==> src/rtl/clock_div_ctrl.sv <==
// clock_div_ctrl: programmable clock divider with a glitch-free runtime divide
// factor, free-run and counted-burst modes, and an aligned tick pulse.
module clock_div_ctrl #(
    parameter int unsigned p_width   = 8,
    parameter int unsigned p_default = 2
) (
    input  logic               clk_in,
    input  logic               rst_n,
    input  logic               run,
    input  logic               burst_go,
    input  logic [p_width-1:0] burst_len,
    input  logic               cfg_val,
    output logic               cfg_rdy,
    input  logic [p_width-1:0] cfg_factor,
    output logic               clk_out,
    output logic               tick,
    output logic               done,
    output logic               active,
    output logic [p_width-1:0] cur_factor
);

    localparam int unsigned W = p_width;

    typedef enum logic [1:0] {
        ST_IDLE  = 2'd0,
        ST_RUN   = 2'd1,
        ST_BURST = 2'd2
    } state_e;

    state_e         state_q, state_d;
    logic [W-1:0]   cnt_q, cnt_d;
    logic [W-1:0]   rem_q, rem_d;
    logic           pending_q, pending_d;
    logic [W-1:0]   pend_factor_q, pend_factor_d;
    logic [W-1:0]   cur_factor_q, cur_factor_d;
    logic           clk_out_q, clk_out_d;
    logic           tick_q, tick_d;
    logic           done_q, done_d;

    logic           cfg_acc;
    logic           last_cnt;
    logic           apply;

    // State register; reset discards any outstanding config request.
    always_ff @(posedge clk_in or negedge rst_n) begin
        if (!rst_n) begin
            state_q       <= ST_IDLE;
            cnt_q         <= '0;
            rem_q         <= '0;
            pending_q     <= 1'b0;
            pend_factor_q <= '0;
            cur_factor_q  <= W'(p_default);
            clk_out_q     <= 1'b0;
            tick_q        <= 1'b0;
            done_q        <= 1'b0;
        end else begin
            state_q       <= state_d;
            cnt_q         <= cnt_d;
            rem_q         <= rem_d;
            pending_q     <= pending_d;
            pend_factor_q <= pend_factor_d;
            cur_factor_q  <= cur_factor_d;
            clk_out_q     <= clk_out_d;
            tick_q        <= tick_d;
            done_q        <= done_d;
        end
    end

    // Next-state: phase counting, period-boundary decisions and config handoff.
    always_comb begin
        state_d       = state_q;
        cnt_d         = cnt_q;
        rem_d         = rem_q;
        pending_d     = pending_q;
        pend_factor_d = pend_factor_q;
        cur_factor_d  = cur_factor_q;
        clk_out_d     = clk_out_q;
        tick_d        = 1'b0;
        done_d        = 1'b0;
        apply         = 1'b0;
        cfg_acc       = cfg_val && !pending_q;
        last_cnt      = (cnt_q == (cur_factor_q - W'(1)));

        case (state_q)
            ST_IDLE: begin
                cnt_d     = '0;
                clk_out_d = 1'b0;
                apply     = pending_q;
                if (burst_go) begin
                    if (burst_len != '0) begin
                        state_d   = ST_BURST;
                        clk_out_d = 1'b1;
                        rem_d     = burst_len;
                    end else begin
                        done_d = 1'b1;
                    end
                end else if (run) begin
                    state_d   = ST_RUN;
                    clk_out_d = 1'b1;
                end
            end
            ST_RUN, ST_BURST: begin
                if (last_cnt) begin
                    cnt_d = '0;
                    if (clk_out_q) begin
                        clk_out_d = 1'b0;
                    end else begin
                        // End of the low phase: the only point a new period may start.
                        apply = pending_q;
                        if (state_q == ST_RUN) begin
                            if (run) begin
                                clk_out_d = 1'b1;
                            end else begin
                                state_d = ST_IDLE;
                            end
                        end else begin
                            if (rem_q == W'(1)) begin
                                state_d = ST_IDLE;
                                done_d  = 1'b1;
                            end else begin
                                rem_d     = rem_q - W'(1);
                                clk_out_d = 1'b1;
                            end
                        end
                    end
                end else begin
                    cnt_d = cnt_q + W'(1);
                end
            end
            default: begin
                state_d   = ST_IDLE;
                cnt_d     = '0;
                clk_out_d = 1'b0;
            end
        endcase

        if (apply) begin
            cur_factor_d = pend_factor_q;
            pending_d    = 1'b0;
        end
        // Acceptance needs !pending_q, so it never collides with an apply.
        if (cfg_acc) begin
            pending_d     = 1'b1;
            pend_factor_d = (cfg_factor == '0) ? W'(1) : cfg_factor;
        end

        tick_d = !clk_out_q && clk_out_d;
    end

    assign cfg_rdy    = !pending_q;
    assign clk_out    = clk_out_q;
    assign tick       = tick_q;
    assign done       = done_q;
    assign active     = (state_q != ST_IDLE);
    assign cur_factor = cur_factor_q;

endmodule

==> config.mk <==
export PLATFORM = sky130hd
export DESIGN_NAME = clock_div_ctrl
export DESIGN_NICKNAME = d
export VERILOG_FILES = /design/src/rtl/clock_div_ctrl.sv
export SDC_FILE = /design/constraint.sdc
export NUM_CORES = 1
export LEC_CHECK = 0
export ABC_AREA = 1
export BUFFER_PORTS_ARGS = -buffer_cell sky130_fd_sc_hd__buf_2
export CAP_MARGIN = 15
export CELL_PAD_IN_SITES_DETAIL_PLACEMENT = 2
export CELL_PAD_IN_SITES_GLOBAL_PLACEMENT = 2
export CORE_MARGIN = 3
export CORE_UTILIZATION = 29
export DETAILED_ROUTE_END_ITERATION = 7
export GPL_ROUTABILITY_DRIVEN = 1
export GPL_TIMING_DRIVEN = 0
export PLACE_DENSITY = 0.79
export SLEW_MARGIN = 40
export SYNTH_ARGS = -nofsm -noshare
export SYNTH_HDL_FRONTEND = slang
export SYNTH_SLANG_ARGS = --single-unit
==> constraint.sdc <==
create_clock -name clk_in -period 2.1 [get_ports clk_in]
set_input_delay 0.21 -clock clk_in [delete_from_list [all_inputs] [get_ports clk_in]]
set_output_delay 0.21 -clock clk_in [all_outputs]
set_load 0.1 [all_outputs]
==> impl_metrics.tcl <==
set metrics [dict create \
    run_status "finished with violations" \
    cap_viol_max_count 0 \
    grt_max_degree 39 \
    synth_area_leaders "sky130_fd_sc_hd__dfrtp_1 39%, sky130_fd_sc_hd__nand2_1 13%, sky130_fd_sc_hd__inv_1 6.9%, sky130_fd_sc_hd__nand3_1 5.5%, sky130_fd_sc_hd__nor2_1 5.3%" \
    period_share_pct 106.0 \
    yosys.cell_count.top_type "sky130_fd_sc_hd__nand2_1" \
    wl_mm 7.379 \
    timing_hold_violations_final 0 \
    setup_ws_ns -0.1263 \
    cts.sink_count 38 \
    finalMaxSlewViolations 0 \
    drc 0 \
    synth.yosys.warnings 0 \
    die_area_um2 9209 \
    synthToLayoutAreaGrowth_pct 30.76 \
    core.rowCount 32 \
    clk_transition_reported_paths_ns 0.08 \
    final_net_count 392 \
    io_pins 34 \
    worst_ep_arrival_time_ns 2.42 \
    worst-endpoint-required_ns 2.29 \
    synthTopCellsByCount "80 x sky130_fd_sc_hd__nand2_1, 43 x sky130_fd_sc_hd__inv_1, 37 x sky130_fd_sc_hd__dfrtp_1" \
    highest_clock_rate_mhz 449.2 \
    rsz0062_at_grt "yes" \
    clock_tree.root_cell "sky130_fd_sc_hd__clkbuf_8" \
    clock_insertion_delay_worst_skew_ns 0.30 \
    period_needed_ns 2.226 \
    grt_remaining_overflow 0 \
    crit_path_start_kind "flop" \
    total_of_buffers_placed_on_input_and_output_ports 33 \
    synth-seq-area-share_pct 40.57 \
    failing_checks "negative setup slack" \
    avgRoutedWirePerCell_um 15.80 \
    synth_seq_cells 38 \
    fp.dieW_um 95.97 \
    dr.first_iter.drc_count 37 \
    worstMarginPinSlew_ns 0.5861 \
    setup_total_neg_slack_ns -1.842 \
    clock_tree_from_tritoncts "yes" \
    synth_area_leader_cell "sky130_fd_sc_hd__dfrtp_1" \
    slew-limit-headroom_pct 60.63 \
    final_layout_size_suffix_gt1_share_pct 33.42 \
    postRouteAntennaNets 0 \
    final_core_utilization_pct 39.31 \
    cts.path.max_buffers 2 \
    post_synth_num_cell_types 35 \
    netlist_instances 310 \
    dpl_worst_slack_ns -0.2920 \
    number_of_buffers_added_by_the_clock_tree_synthesis_step 5 \
    hpwlAfterDp_mm 5.335 \
    grtUsageTotal_pct 17.29 \
    gpl.final_weighted_congestion 0.7807 \
    dieHeight_um 95.97 \
    finalSetupViolations 22 \
    drt-pass1-iter-count 4 \
    synth_flop_cell "sky130_fd_sc_hd__dfrtp_1" \
    ratio_of_routed_vias_to_standard_cells 4.818 \
    via_count 2250 \
    synth-edff-count 0 \
    post_synth_instance_area_um2 2347 \
    timing.critical_path.to_type "flop" \
    synth_fp_nets 338 \
    antenna_cells 0 \
    initial_core_util_pct 30.06 \
    hold_class "input pin to flop" \
    clock_skew_ns 0.007726 \
    critPathKind "flop to flop" \
    cts_max_level 2 \
    critical_path.max_fanout 9 \
    asyncSetResetFlopFracSynth_pct 100.0 \
    grt_pass1_vias 2457 \
    yosysTopAreaCellShare_pct 39.45 \
    design.core.area_um2 7807 \
    grt_first_pass_wirelength_mm 12.15 \
    syn-mean-instance-area_um2 7.572 \
    grt_antenna_before_repair 0 \
]
[path summary, 6_finish.rpt]
path | startpoint | endpoint | slack, ns | cells past startpoint
max | cur_factor[1]$_DFFE_PN1P_ | cur_factor[6]$_DFFE_PN0P_ | -0.13 | 13
min | cfg_val | pending_q$_DFFE_PN0P_ | 0.16 | 2
max reg2reg | cur_factor[1]$_DFFE_PN1P_ | cur_factor[6]$_DFFE_PN0P_ | -0.13 | 13
min reg2reg | cnt_q[0]$_DFF_PN0_ | cnt_q[0]$_DFF_PN0_ | 0.50 | 1
max in group asynchronous | rst_n | cur_factor[0]$_DFFE_PN0P_ | 1.29 | 2
min in group asynchronous | rst_n | state_q[0]$_DFFE_PN0P_ | 0.43 | 2
[cell usage in the layout, fill, tap and decap left out, types with 4 or more instances in the layout]
| cell | count |
|---|---|
| sky130_fd_sc_hd__nand2_1 | 64 |
| sky130_fd_sc_hd__inv_1 | 41 |
| sky130_fd_sc_hd__dfrtp_1 | 35 |
| sky130_fd_sc_hd__buf_2 | 32 |
| sky130_fd_sc_hd__nor2_1 | 24 |
| sky130_fd_sc_hd__nand3_1 | 22 |
| sky130_fd_sc_hd__nand2_2 | 16 |
| sky130_fd_sc_hd__o21ai_0 | 16 |
| sky130_fd_sc_hd__nor2_4 | 8 |
| sky130_fd_sc_hd__buf_4 | 8 |
| sky130_fd_sc_hd__nor3_1 | 7 |
| sky130_fd_sc_hd__nand3_2 | 7 |
| sky130_fd_sc_hd__a21oi_2 | 6 |
| sky130_fd_sc_hd__ha_1 | 6 |
| sky130_fd_sc_hd__nor2_2 | 5 |
| sky130_fd_sc_hd__xor2_1 | 5 |
| sky130_fd_sc_hd__clkbuf_8 | 5 |
| sky130_fd_sc_hd__buf_6 | 5 |
| sky130_fd_sc_hd__inv_2 | 4 |
| sky130_fd_sc_hd__nand2_4 | 4 |
| sky130_fd_sc_hd__mux2_2 | 4 |
[metrics by stage]
step	cells	hold WS (ns)	instance area [um^2]
after floorplan	310	-0.08559	2380
after global placement	445	0.3928	2673
after detailed placement	445	0.2224	2675
after CTS	467	0.1505	3010
after global routing	467	0.1636	3069
final	467	0.1590	3069
[registers in the layout (all words and copies together) (netlist names)]
register       cells
clk_out            1
pending_q          1
cur_factor         8
cnt_q              8
pend_factor_q      8
done               1
state_q            2
rem_q              8
tick               1
[layout make-up]
type | count | area [um^2]
buffer | 4 | 32.53
tap | 102 | 127.6
inverter | 47 | 178.9
sequential | 38 | 958.4
fill | 915 | 4738
multi-input combinational | 221 | 1375
timing repair buffer | 47 | 314.1
clock buffer | 6 | 72.57
clock inverter | 2 | 10.01
[cell families (layout without fill, tap and decap cells)]
| logic type | count (synthesis) | count (layout) | synth area share (%) |
|---|---|---|---|
| AO/OA/AOI/OAI | 37 | 37 | 10.13 |
| multiplexers | 4 | 4 | 1.919 |
| AND/OR/NAND/NOR | 166 | 166 | 32.57 |
| flip-flops | 38 | 38 | 40.57 |
| XOR/XNOR | 7 | 7 | 2.612 |
| buffers and inverters | 51 | 106 | 8.475 |
| adder cells (fa/ha/maj) | 7 | 7 | 3.731 |
[metal layers]
metal,track usage [%],routed length [um],up-vias
met5,0,0,-
met4,6.517,172,0
met3,2.971,191,14
met2,30.75,3880,31
met1,20.74,3134,1112
li1,-,-,1093
[timing repair]
action / CTS / global route
pin swaps: 11 / 8
resized for setup: 33 / 15
hold buffers: 1 / 0
gates cloned: 1 / 0
setup endpoints to repair: 22 / 30
endpoints found under the hold margin: 37 / 0
setup buffers: 12 / 0
[critical path: stages (launching register included)]
cell                      delay (ns)
sky130_fd_sc_hd__dfstp_4        0.64
sky130_fd_sc_hd__inv_4          0.04
sky130_fd_sc_hd__ha_4           0.15
sky130_fd_sc_hd__or2_1          0.23
sky130_fd_sc_hd__nand2_1        0.07
sky130_fd_sc_hd__nand2_1        0.05
sky130_fd_sc_hd__nand2_1        0.11
sky130_fd_sc_hd__nand3_4        0.11
sky130_fd_sc_hd__nor2_4         0.17
sky130_fd_sc_hd__nand4_4        0.11
sky130_fd_sc_hd__nand2_4        0.16
sky130_fd_sc_hd__nand2_8        0.10
sky130_fd_sc_hd__nand2_2        0.11
sky130_fd_sc_hd__nand2_2        0.06
Power is not shown: default switching activity piles up to over one toggle a cycle in this logic, so the estimate is an artifact.
